**config.mk**
```make
export PLATFORM = sky130hd
export DESIGN_NAME = is_palindrome_core
export DESIGN_NICKNAME = d
export VERILOG_FILES = /design/src/rtl/is_palindrome_pkg.sv /design/src/rtl/pair_mismatch_count.sv /design/src/rtl/is_palindrome_core.sv
export SDC_FILE = /design/constraint.sdc
export NUM_CORES = 1
export LEC_CHECK = 0
export BUFFER_PORTS_ARGS = -buffer_cell sky130_fd_sc_hd__clkbuf_2
export CAP_MARGIN = 20
export CORE_MARGIN = 5
export CORE_UTILIZATION = 43
export CTS_CLUSTER_DIAMETER = 200
export CTS_CLUSTER_SIZE = 12
export DETAILED_ROUTE_END_ITERATION = 8
export PLACE_DENSITY = 0.79
export RECOVER_POWER = 25
export SYNTH_ARGS = -nofsm -noshare
export SYNTH_HDL_FRONTEND = slang
export SYNTH_SLANG_ARGS = --single-unit
```
**constraint.sdc**
```tcl
create_clock -name clk -period 8 [get_ports clk]
set_input_delay 1.2 -clock clk [delete_from_list [all_inputs] [get_ports clk]]
set_output_delay 1.2 -clock clk [all_outputs]
set_load 0.02 [all_outputs]
```
**src/rtl/is_palindrome_pkg.sv**
```systemverilog
// ============================================================================
// Module      : is_palindrome_pkg
// Description : Shared constants and the mismatch-count width helper for the
//               bit-palindrome detector.
// Revision    : 1.0 - initial release
// ============================================================================
`default_nettype none

package is_palindrome_pkg;

  localparam int              DEFAULT_WIDTH = 32;
  localparam int              STATS_W       = 16;
  localparam logic [STATS_W-1:0] STATS_MAX  = 16'hFFFF;

  // Count of mirror-pair mismatches spans 0..width/2 inclusive.
  function automatic int cnt_w(input int width);
    return $clog2(width / 2 + 1);
  endfunction

endpackage

`default_nettype wire

```
**src/rtl/pair_mismatch_count.sv**
```systemverilog
// ============================================================================
// Module      : pair_mismatch_count
// Description : Combinational popcount of mismatched mirror bit pairs
//               a[i] ^ a[WIDTH-1-i]; the centre bit of an odd word is ignored.
// Revision    : 1.0 - initial release
// ============================================================================
`default_nettype none

module pair_mismatch_count
  import is_palindrome_pkg::*;
#(
  parameter int WIDTH = DEFAULT_WIDTH,
  parameter int CNT_W = cnt_w(WIDTH)
) (
  input  logic [WIDTH-1:0] a,
  output logic [CNT_W-1:0] mismatch_count
);

  localparam int c_pairs = WIDTH / 2;

  logic [c_pairs-1:0] w_mis;
  logic [CNT_W-1:0]   w_count;

  for (genvar gi = 0; gi < c_pairs; gi++) begin : g_pair
    assign w_mis[gi] = a[gi] ^ a[WIDTH-1-gi];
  end

  always_comb begin
    w_count = '0;
    for (int i = 0; i < c_pairs; i++) begin
      w_count = w_count + CNT_W'(w_mis[i]);
    end
  end

  assign mismatch_count = w_count;

endmodule

`default_nettype wire

```
**src/rtl/is_palindrome_core.sv**
```systemverilog
// ============================================================================
// Module      : is_palindrome_core
// Description : Bit-palindrome detector with combinational verdict, registered
//               result/valid/mismatch count. Optional word statistics enabled
//               by defining IS_PALINDROME_STATS_EN.
// Revision    : 1.0 - initial release
// ============================================================================
`default_nettype none

module is_palindrome_core
  import is_palindrome_pkg::*;
#(
  parameter int WIDTH = DEFAULT_WIDTH,
  parameter int CNT_W = cnt_w(WIDTH)
) (
  input  logic               clk,
  input  logic               rst_n,
  input  logic [WIDTH-1:0]   A,
  input  logic               in_valid,
  output logic               O,
  output logic               out_valid,
  output logic               out_pal,
`ifdef IS_PALINDROME_STATS_EN
  input  logic               stats_clr,
  output logic [STATS_W-1:0] chk_cnt,
  output logic [STATS_W-1:0] pal_cnt,
`endif
  output logic [CNT_W-1:0]   out_mismatch
);

  logic [CNT_W-1:0] w_count;
  logic             w_pal;

  pair_mismatch_count #(
    .WIDTH (WIDTH),
    .CNT_W (CNT_W)
  ) u_pair_mismatch_count (
    .a              (A),
    .mismatch_count (w_count)
  );

  assign w_pal = (w_count == '0);
  assign O     = w_pal;

  logic             r_valid;
  logic             r_pal;
  logic [CNT_W-1:0] r_mismatch;

  // Verdict and count hold when no word is accepted; only the strobe drops.
  always_ff @(posedge clk or negedge rst_n) begin
    if (!rst_n) begin
      r_valid    <= 1'b0;
      r_pal      <= 1'b0;
      r_mismatch <= '0;
    end else begin
      r_valid <= in_valid;
      if (in_valid) begin
        r_pal      <= w_pal;
        r_mismatch <= w_count;
      end
    end
  end

  assign out_valid    = r_valid;
  assign out_pal      = r_pal;
  assign out_mismatch = r_mismatch;

`ifdef IS_PALINDROME_STATS_EN
  logic [STATS_W-1:0] r_chk_cnt;
  logic [STATS_W-1:0] r_pal_cnt;

  // Clear has priority over counting; both counters saturate.
  always_ff @(posedge clk or negedge rst_n) begin
    if (!rst_n) begin
      r_chk_cnt <= '0;
      r_pal_cnt <= '0;
    end else if (stats_clr) begin
      r_chk_cnt <= '0;
      r_pal_cnt <= '0;
    end else if (in_valid) begin
      if (r_chk_cnt != STATS_MAX) r_chk_cnt <= r_chk_cnt + 1'b1;
      if (w_pal && (r_pal_cnt != STATS_MAX)) r_pal_cnt <= r_pal_cnt + 1'b1;
    end
  end

  assign chk_cnt = r_chk_cnt;
  assign pal_cnt = r_pal_cnt;
`endif

endmodule

`default_nettype wire

```
Word-level counts from Yosys, hierarchy flattened
Cells that the tools add are included.
{"block": "totals", "reg_bits": 7, "inputBits": 35, "out_inout_bits": 8, "wordCells": 35}
{"block": "op_classes", "add_sub_neg": 15, "n_bitwise": 16, "n_reduce_logical": 1}
{"cell": "$add 5x1->5", "count": 14}
{"cell": "$xor 1x1->1", "count": 16}
{"cell": "$logic_not 5->1", "count": 1}
{"cell": "$add 1x1->2", "count": 1}

Longest topological paths before layout
Gate-level depths: netlist of run 1.
{"block": "depth", "ltp_word": 17, "ltp_mapped": 13, "mapped_depth_nobuf": 13}

Cells and area by module
From an unflattened synthesis of run 1, not the netlist that was laid out.
{"block": "hier_totals", "cells_unflattened": 67, "area_unflattened_um2": 774.5}
{"module": "pair_mismatch_count", "instances": 1, "cells_per_inst": 49, "area_each_um2": 495.5, "seq_area_each_um2": 0.0}
{"module": "is_palindrome_core", "instances": 1, "cells_per_inst": 18, "area_each_um2": 279.0, "seq_area_each_um2": 175.2}

Least setup slack after synthesis of run 1
No wires, ideal clock.
{"block": "synth_timing", "path_kind": "input to output", "start": "input A[31]", "end": "output O", "t_arrival_ps": 5304, "required_time_ps": 6800, "setup_slack_ps": 1496, "path_stages": 13, "n_path_buf": 0, "cell_sequence": "xor2_1 -> ha_1 -> fa_1 -> fa_1 -> fa_1 -> inv_1 -> fa_1 -> fa_1 -> fa_1 -> nand2b_1 -> o2bb2ai_1 -> nand3_1 -> nor2_1"}
{"block": "synth_via", "elab_chain_len": 17}
{"item": "from (decl)", "line": "is_palindrome_core.sv:18", "source": "input logic [WIDTH-1:0] A,"}
{"item": "$xor 1x1->1", "line": "pair_mismatch_count.sv:25", "source": "assign w_mis[gi] = a[gi] ^ a[WIDTH-1-gi];"}
{"item": "$add 1x1->2", "line": "pair_mismatch_count.sv:31", "source": "w_count = w_count + CNT_W'(w_mis[i]);"}
{"item": "$add 5x1->5 (14 in series)", "line": "pair_mismatch_count.sv:31"}
{"item": "$logic_not 5->1", "line": "is_palindrome_core.sv:42", "source": "assign w_pal = (w_count == '0);"}
{"item": "to (decl)", "line": "is_palindrome_core.sv:20", "source": "output logic O,"}
Every way passes these cells.

Final worst setup path of run 1
Same ends and word-level chain as after synthesis.

==> results.cfg, run 1 <==
[run_status]
status = complete, no violations

[synthesis]
ys.flop_type = dfrtp_1
async_reset_ff_share_pct = 100.0
synth_area_leaders = fa_1 (27%), dfrtp_1 (24%), xor2_1 (15%)
synth-compound-area-share_pct = 5.565
synth_warnings = 0
yosys.area_share.simple_pct = 6.577
synth_edf_count = 0
syn_inst = 68
synth_xor_area_share_pct = 21.25
ys_types = 16
synth_nets = 118
syn_area_sq_um = 742.0
synth_top_family_by_area = adder cells
ys_ff_latch = 7
synthMuxAreaShare_pct = 3.035
yosysTopAreaCell = fa_1
netlist.area_leader.share_pct = 26.98
avgSynthCellArea_sq_um = 10.91
ys_seq_area_share_pct = 23.61
synth_adder_area_share_pct = 35.41

[setup_path]
critical_path_arrival_ps = 5530
critPathMaxStageDelay_ps = 540
r2r_cells = 1
setup.worst_path.end_class = output pin
path_max_fanout = 3
cpMaxStageDelayCell = fa_1
start_kind = input pin
path_cells = clkbuf_2, xor2_1, ha_1, fa_1, fa_1, fa_1, inv_1, fa_1, fa_1, fa_1, nand2b_1, o2bb2ai_1, nand3_1, nor2_1, clkbuf_2
path_class = in2out
timing.critical_path.to = O
rrSetupSlack_ps = 7250
reg2reg_from = out_mismatch[3]
r2r-end = out_mismatch[3]
crit_path_frequent_cell = fa_1
setup.worst_path.start = A[31]
cp_data_required_time_ps = 6800

[grt]
grt_pass1_vias = 641
antenna_found_initial = 0
grt_util_all_layers_pct = 13.02
grt_max_degree = 8
gr-total-overflow = 0
grt_pass1_wl_mm = 2.511

[die]
rows = 15
floorplan.initialDensity_pct = 43.93
die_area_sq_um = 2656
die_w_microns = 51.54
core_sq_um = 1689
io_pins = 43
fp.dieH_microns = 51.54

[clock_tree]
cts_root_buf = clkbuf_4
path_clk_slew_ps = 50
cts_repair_resize_count = 0
cts_setup_buffers = 0
cts_buffers = 3
clk_latency_ps = 250
cts_hold_buf = 0
cts_tree = built
cts.sinks = 7
ctsHtreeMaxLevel = 1
clockBufferDepth = 2

[final_layout]
fillers = 166
layout.cells.most_common = clkbuf_2
drive_above_1_share_pct = 41.23
layout_common_cells = clkbuf_2 (41), xor2_1 (13), fa_1 (10)
final-seq-area_sq_um = 175.2
areaGrowthSynthToFinish_pct = 34.74
multi_input_area_sq_um = 533.0
fin_area_sq_um = 999.7
num_antenna_cells = 0
fin_nets = 165

[sta]
setup_ws_ps = 1271
finalCriticalPeriod_ps = 6729
setup_tns_ps = 0
period_share_pct = 84.11
slew_viol_final = 0
setup_violations = 0
rsz0062_at_grt = no
relSlewSlack_pct = 74.61
finalClockSkew_ps = 0
hold_viol_final = 0
timing.hold.ws_ps = 495.8
tightest_slew_ps = 380.8
max_freq_ghz = 0.1486

[route]
first_iter_violations = 7
postRouteAntennaNets = 0
first_pass_iters = 2
routed_via_density = 4.870
drc = 0
vias = 638
totalWireLength_mm = 1.541
wire_per_inst_microns = 11.76

[place]
io_buffers = 42
gp_routability_congestion = 0.7650
placed_area_sq_um = 973.4
hpwl_mm = 1.455
dp_slack_ps = 1237

[hold_path]
min_from = out_mismatch[0]
hold_class = reg2reg

[power]
peakVddDrop_mv = 0.1698
p_leak_uw = 0.0005430
powerDensity_nw_per_um2 = 392.2

[job]
drv_cap = 0
-- how the worst min path moves through the flow --
stage | to | slack [ps] | cells after the start
6_report | out_mismatch[0] | 500 | 2
5_1_grt | out_mismatch[0] | 520 | 2
2_1_floorplan | out_mismatch[0] | 590 | 2
4_1_cts | out_mismatch[0] | 500 | 2
3_3_place_gp | out_pal | 460 | 2
3_5_place_dp | out_mismatch[1] | 480 | 2
-- metrics by stage --
step	utilization, %	std cells	power, uW
floorplan	-	68	287.2
global placement	57.63	127	344.7
detailed placement	57.63	127	364.9
CTS	59.26	131	401.2
global route	59.19	131	439.6
finish	59.19	131	392.1
-- cell type report --
cell class / instances / area share, %
clock buffer: 3 / 2.253
clock inverter: 1 / 0.5006
inverter: 9 / 3.379
multi-input combinational: 52 / 53.32
sequential: 7 / 17.52
tap: 17 / 2.128
timing repair buffer: 42 / 20.90
-- registers in the layout, summed over array words and instances, names as in the netlist --
register,count
out_pal,1
out_valid,1
out_mismatch,5
-- power breakdown --
part | internal [uW] | total [uW] | leakage (uW) | switching, uW
registers | 49.5 | 55.3 | 0.0000873 | 5.87
clock network | 18.3 | 31.9 | 0.0000177 | 13.6
logic | 137 | 305 | 0.000438 | 168
-- per-layer routing --
metal | GRT usage [%] | routed length [microns] | vias to the layer above | part of all wire, %
met1 | 12.68 | 481 | 292 | 31
li1 | - | - | 306 | -
met5 | 0 | 0 | - | 0
met4 | 11.79 | 70 | 0 | 4.5
met3 | 1.719 | 122 | 7 | 7.9
met2 | 23.52 | 867 | 33 | 56
-- cell usage after synthesis (all sizes together), types with 2 or more instances --
cell type / instances
ha: 5
fa: 10
dfrtp: 7
inv: 9
xor2: 13
nand2b: 2
mux2: 2
a21oi: 2
xnor2: 5
o21ai: 3
nand3: 2
nand2: 4
-- critical path, delay by kind of cell --
family          cells  cell delay, ps
fa+ha+maj           7            3290
simple gates        3             400
buf+inv             3             320
compound gates      1             160
xor+xnor            1             150
-- cells by family (layout without fill, tap and decap cells) --
group,after synthesis,in the layout
xor+xnor,18,18
buf+inv,9,55
flops,7,7
simple gates,10,10
compound gates,7,7
fa+ha+maj,15,15
mux,2,2
Note: power is estimated with default switching activity, not from simulation.
==> run 2, diff against run 1 <==
ABC_AREA = 1   (was not set)
CORE_ASPECT_RATIO = 1.5   (was not set)
CORE_UTILIZATION = 39   (was 43)
PLACE_DENSITY = 0.75   (was 0.79)
clock period = 5.6 ns   (was 8 ns; I/O delays follow)
==> run 2 against run 1 <==
  * Clock power up 49%
  * Core utilization down 1.5 points
  * Non-clock buffer count up 4
  * Flip-flop and latch count unchanged
  * Total power up 68%
  * Synthesized cell count up 22%
  * Combinational power up 75%
  * Final cell count up 18%
==> results.cfg, run 2 <==
[die]
die_w_microns = 46.45
die_area_sq_um = 3003
core_sq_um = 1878
fp.dieH_microns = 64.67
io_pins = 43
floorplan.initialDensity_pct = 41.37
rows = 19

[sta]
finalClockSkew_ps = 0
slew_viol_final = 0
hold_viol_final = 0
tightest_slew_ps = 371.1
period_share_pct = 99.51
relSlewSlack_pct = 75.26
max_freq_ghz = 0.1794
setup_tns_ps = 0
rsz0062_at_grt = yes
finalCriticalPeriod_ps = 5573
timing.hold.ws_ps = 463.5
setup_ws_ps = 27.20
setup_violations = 0

[grt]
grt_pass1_wl_mm = 2.663
grt_pass1_vias = 770
antenna_found_initial = 0
grt_max_degree = 8
grt_util_all_layers_pct = 12.07
gr-total-overflow = 0

[synthesis]
netlist.area_leader.share_pct = 25.76
ys_types = 18
synth_warnings = 0
synth_xor_area_share_pct = 18.04
synth_edf_count = 0
synthMuxAreaShare_pct = 0
synth_top_family_by_area = adder cells
synth_adder_area_share_pct = 33.82
syn_inst = 83
ys.flop_type = dfrtp_1
async_reset_ff_share_pct = 100.0
syn_area_sq_um = 777.0
avgSynthCellArea_sq_um = 9.361
synth-compound-area-share_pct = 4.187
synth_nets = 133
ys_seq_area_share_pct = 22.54
synth_commonest_cells = inv_1 (13), nand2_1 (13), xor2_1 (12)
yosys.area_share.simple_pct = 14.65
yosysTopAreaCell = fa_1
ys_ff_latch = 7
synth_area_leaders = fa_1 (26%), dfrtp_1 (23%), xor2_1 (14%)

[route]
first_iter_violations = 4
wire_per_inst_microns = 10.28
vias = 719
routed_via_density = 4.669
totalWireLength_mm = 1.583
postRouteAntennaNets = 0
drc = 0
first_pass_iters = 4

[clock_tree]
cts_buffers = 3
clockBufferDepth = 2
cts_hold_buf = 0
clk_latency_ps = 260
path_clk_slew_ps = 50
cts_tree = built
cts_root_buf = clkbuf_4
ctsHtreeMaxLevel = 1
cts.sinks = 7

[final_layout]
num_antenna_cells = 0
fin_nets = 184
fillers = 182
layout.cells.most_common = clkbuf_2
multi_input_area_sq_um = 554.3
final-seq-area_sq_um = 175.2
final_util_pct = 57.69
largest_reg_flops = 5
drive_above_1_share_pct = 40.60
areaGrowthSynthToFinish_pct = 39.45
layout_common_cells = clkbuf_2 (40), inv_1 (13), nand2_1 (13)

[setup_path]
setup.worst_path.end_class = output pin
cpMaxStageDelayCell = fa_1
critPathMaxStageDelay_ps = 520
cp_data_required_time_ps = 4760
r2r_cells = 2
crit_path_frequent_cell = fa_1
setup.worst_path.start = A[30]
path_class = in2out
cp_num_buf_inv = 4
timing.critical_path.to = O
path_max_fanout = 2
rrSetupSlack_ps = 4960
critical_path_arrival_ps = 4730
r2r-end = out_mismatch[1]
path_cells = clkbuf_2, xor2_1, ha_1, fa_1, fa_1, fa_1, inv_1, fa_1, fa_2, fa_1, nand2_1, inv_1, nand3_2, nor2_2, and2_4, buf_8
cp.depth = 16
crit_family = adder cells
reg2reg_from = out_mismatch[1]
start_kind = input pin

[run_status]
status = complete, no violations

[job]
drv_cap = 0

[place]
gp_routability_congestion = 0.7335
hpwl_mm = 1.474
io_buffers = 42
dp_slack_ps = -321.1

[power]
p_leak_uw = 0.0006045
peakVddDrop_mv = 0.2814
powerDensity_nw_per_um2 = 607.9

[hold_path]
hold_class = in2async
## run 2: changes by cell type in the layout (fill, tap and decap cells not counted), sizes merged, moves of 2 or more
cell / previous run / this run
nand2: 4 / 14
nand3: 2 / 6
nor2: 1 / 4
a31oi: 0 / 2
nand2b: 2 / 0
buf: 0 / 5
mux2: 2 / 0
inv: 9 / 14
## run 2: cell type report
class	instances	share of cell area, %
Tap cell	21	2.425
Clock buffer	4	2.425
Multi-Input combinational cell	62	51.15
Inverter	14	4.850
Sequential cell	7	16.17
Timing Repair Buffer	46	22.98
## run 2: power breakdown
group / internal [uW] / total [uW] / switching, uW / leakage (uW)
sequential: 69.9 / 78.6 / 8.77 / 0.0000858
clock: 27.3 / 47.5 / 20.2 / 0.0000150
combinational: 249 / 533 / 284 / 0.000504
## run 2: worst min path at each step
stage,from,end,cells after the start
after floorplan,rst_n,out_mismatch[0],0
after global placement,out_pal,out_pal,2
after detailed placement,out_mismatch[0],out_mismatch[0],2
after CTS,rst_n,out_mismatch[3],1
after global routing,rst_n,out_mismatch[3],1
final,rst_n,out_mismatch[3],1
## run 2: stage by stage
stage / instances / total power [uW] / cell area, sq um
2_1_floorplan: 83 / 453.3 / 779.5
3_3_place_gp: 149 / 571.8 / 1039
3_5_place_dp: 149 / 591.7 / 1039
4_1_cts: 154 / 668.4 / 1084
5_1_grt: 154 / 746.7 / 1084
6_report: 154 / 658.7 / 1084
## run 2: timing repair
item                       in CTS  in global routing
pin swaps                       8                  0
setup buffers                   1                  0
gates resized for setup         3                  1
setup endpoints to repair       1                  1
## run 2: routing by layer
metal  vias to the layer above  wire length, microns  global-route usage [%]
met5                         -                     0                       0
met4                         0                    44                   7.473
met3                         5                   195                   2.770
met2                        40                   825                   23.10
met1                       319                   518                   10.07
li1                        355                     -                       -
## run 2: kinds of logic (layout without fill, tap and decap cells)
group / after synthesis / in the layout
AOI/OAI and AO/OA: 6 / 6
xor gates and xnor gates: 16 / 16
adders and majority gates: 15 / 15
DFF: 7 / 7
buffers and inverters: 14 / 64
and+or+nand+nor: 25 / 25
## run 2: worst reg2reg max path, stage by stage, from the launching register on
cell and delay [ps]:
dfrtp_1 380, nand2_1 60, o21ai_0 80
==> run 3, diff against run 2 <==
RECOVER_POWER = not set   (was 25)
==> run 3 against run 2 <==
  * Flip-flop and latch count stayed put
  * Total power about the same
  * Wire length up 0.32%
  * Largest cell class unchanged
  * Sequential power about the same
  * Die area did not move
  * Combinational power about the same
  * Non-clock buffer count unchanged
  * Clock skew stayed put
  * Critical endpoint unchanged
==> results.cfg, run 3 (same netlist as run 2, synthesis figures left out) <==
[run_status]
status = complete, no violations

[sta]
finalClockSkew_ps = 0
finalCriticalPeriod_ps = 5573
setup_ws_ps = 27.20
setup_tns_ps = 0
relSlewSlack_pct = 83.01
period_share_pct = 99.51
max_freq_ghz = 0.1794
rsz0062_at_grt = yes
tightest_slew_ps = 253.0
slew_viol_final = 0
setup_violations = 0
hold_viol_final = 0

[setup_path]
critical_path_arrival_ps = 4730
r2r-end = out_mismatch[1]
cpMaxStageDelayCell = fa_1
setup.worst_path.end_class = output pin
cp_data_required_time_ps = 4760
timing.critical_path.to = O
path_class = in2out
setup.worst_path.start = A[30]
start_kind = input pin
r2r_cells = 2
cp.depth = 16
cp_num_buf_inv = 4
critPathMaxStageDelay_ps = 520
path_max_fanout = 2
path_cells = clkbuf_2, xor2_1, ha_1, fa_1, fa_1, fa_1, inv_1, fa_1, fa_2, fa_1, nand2_1, inv_1, nand3_2, nor2_2, and2_4, buf_8
reg2reg_from = out_mismatch[1]
rrSetupSlack_ps = 4960
crit_family = adder cells
crit_path_frequent_cell = fa_1

[final_layout]
num_antenna_cells = 0
fin_nets = 184
layout.cells.most_common = clkbuf_2
areaGrowthSynthToFinish_pct = 39.61
largest_reg_flops = 5
final_util_pct = 57.76
drive_above_1_share_pct = 41.35
layout_common_cells = clkbuf_2 (41), inv_1 (13), nand2_1 (13)

[route]
wire_per_inst_microns = 10.31
drc = 0
first_iter_violations = 4
vias = 718
routed_via_density = 4.662
first_pass_iters = 4
totalWireLength_mm = 1.588
postRouteAntennaNets = 0

[hold_path]
hold_class = in2async

[job]
drv_cap = 0

[power]
p_leak_uw = 0.0006074
finalPower_uw = 658.8
peakVddDrop_mv = 0.2814
powerDensity_nw_per_um2 = 607.3

[grt]
grt_pass1_wl_mm = 2.663
grt_max_degree = 8
gr-total-overflow = 0
grt_pass1_vias = 770
antenna_found_initial = 0
grt_util_all_layers_pct = 12.07

[die]
rows = 19
die_area_sq_um = 3003
die_w_microns = 46.45
fp.dieH_microns = 64.67
io_pins = 43
core_sq_um = 1878
floorplan.initialDensity_pct = 41.37

[place]
hpwl_mm = 1.474
io_buffers = 42
dp_slack_ps = -321.1
gp_routability_congestion = 0.7335

[clock_tree]
cts.sinks = 7
cts_buffers = 3
cts_root_buf = clkbuf_4
ctsHtreeMaxLevel = 1
cts_tree = built
path_clk_slew_ps = 50
clk_latency_ps = 260
clockBufferDepth = 2
cts_hold_buf = 0
## run 3: area by class of cell
class | instances | area (sq um)
fillers | 181 | 793.3
flip-flops and latches | 7 | 175.2
well taps | 21 | 26.28
inverters | 14 | 52.55
clock buffers | 4 | 26.28
multi-input cells | 62 | 554.3
repair buffers | 46 | 250.2
## run 3: how the worst min path moves through the flow
stage	start	cells after the start	endpoint	slack [ps]
CTS	rst_n	1	out_mismatch[3]	410
global route	rst_n	1	out_mismatch[3]	410
floorplan	rst_n	0	out_mismatch[0]	540
global placement	out_pal	2	out_pal	460
detailed placement	out_mismatch[0]	2	out_mismatch[0]	480
finish	rst_n	1	out_mismatch[3]	410
## run 3: per-stage QoR
step                      instances  area (sq um)  hold slack [ps]
final                           154          1085            408.1
after global routing            154          1085            414.8
after CTS                       154          1084            407.5
after detailed placement        149          1039            481.7
after global placement          149          1039            464.3
after floorplan                  83         779.5            544.4
## run 3: power breakdown
group	leakage, uW	internal [uW]	switching, uW
logic	0.000507	249	284
clock network	0.0000150	27.3	20.2
registers	0.0000858	69.9	8.71
total	0.000607	346	313
## run 3: what timing repair did
action / 4_1_cts / 5_1_grt
buffers inserted: 1 / 0
pin swaps: 8 / 0
endpoints found under the setup margin: 1 / 1
resized for setup: 3 / 1
## run 3: routing by layer
metal / share of wire, % / vias up / GRT usage (%)
li1: - / 355 / -
met1: 33 / 318 / 10.07
met2: 52 / 40 / 23.10
met4: 2.8 / 0 / 7.473
met5: 0 / - / 0
met3: 12 / 5 / 2.770
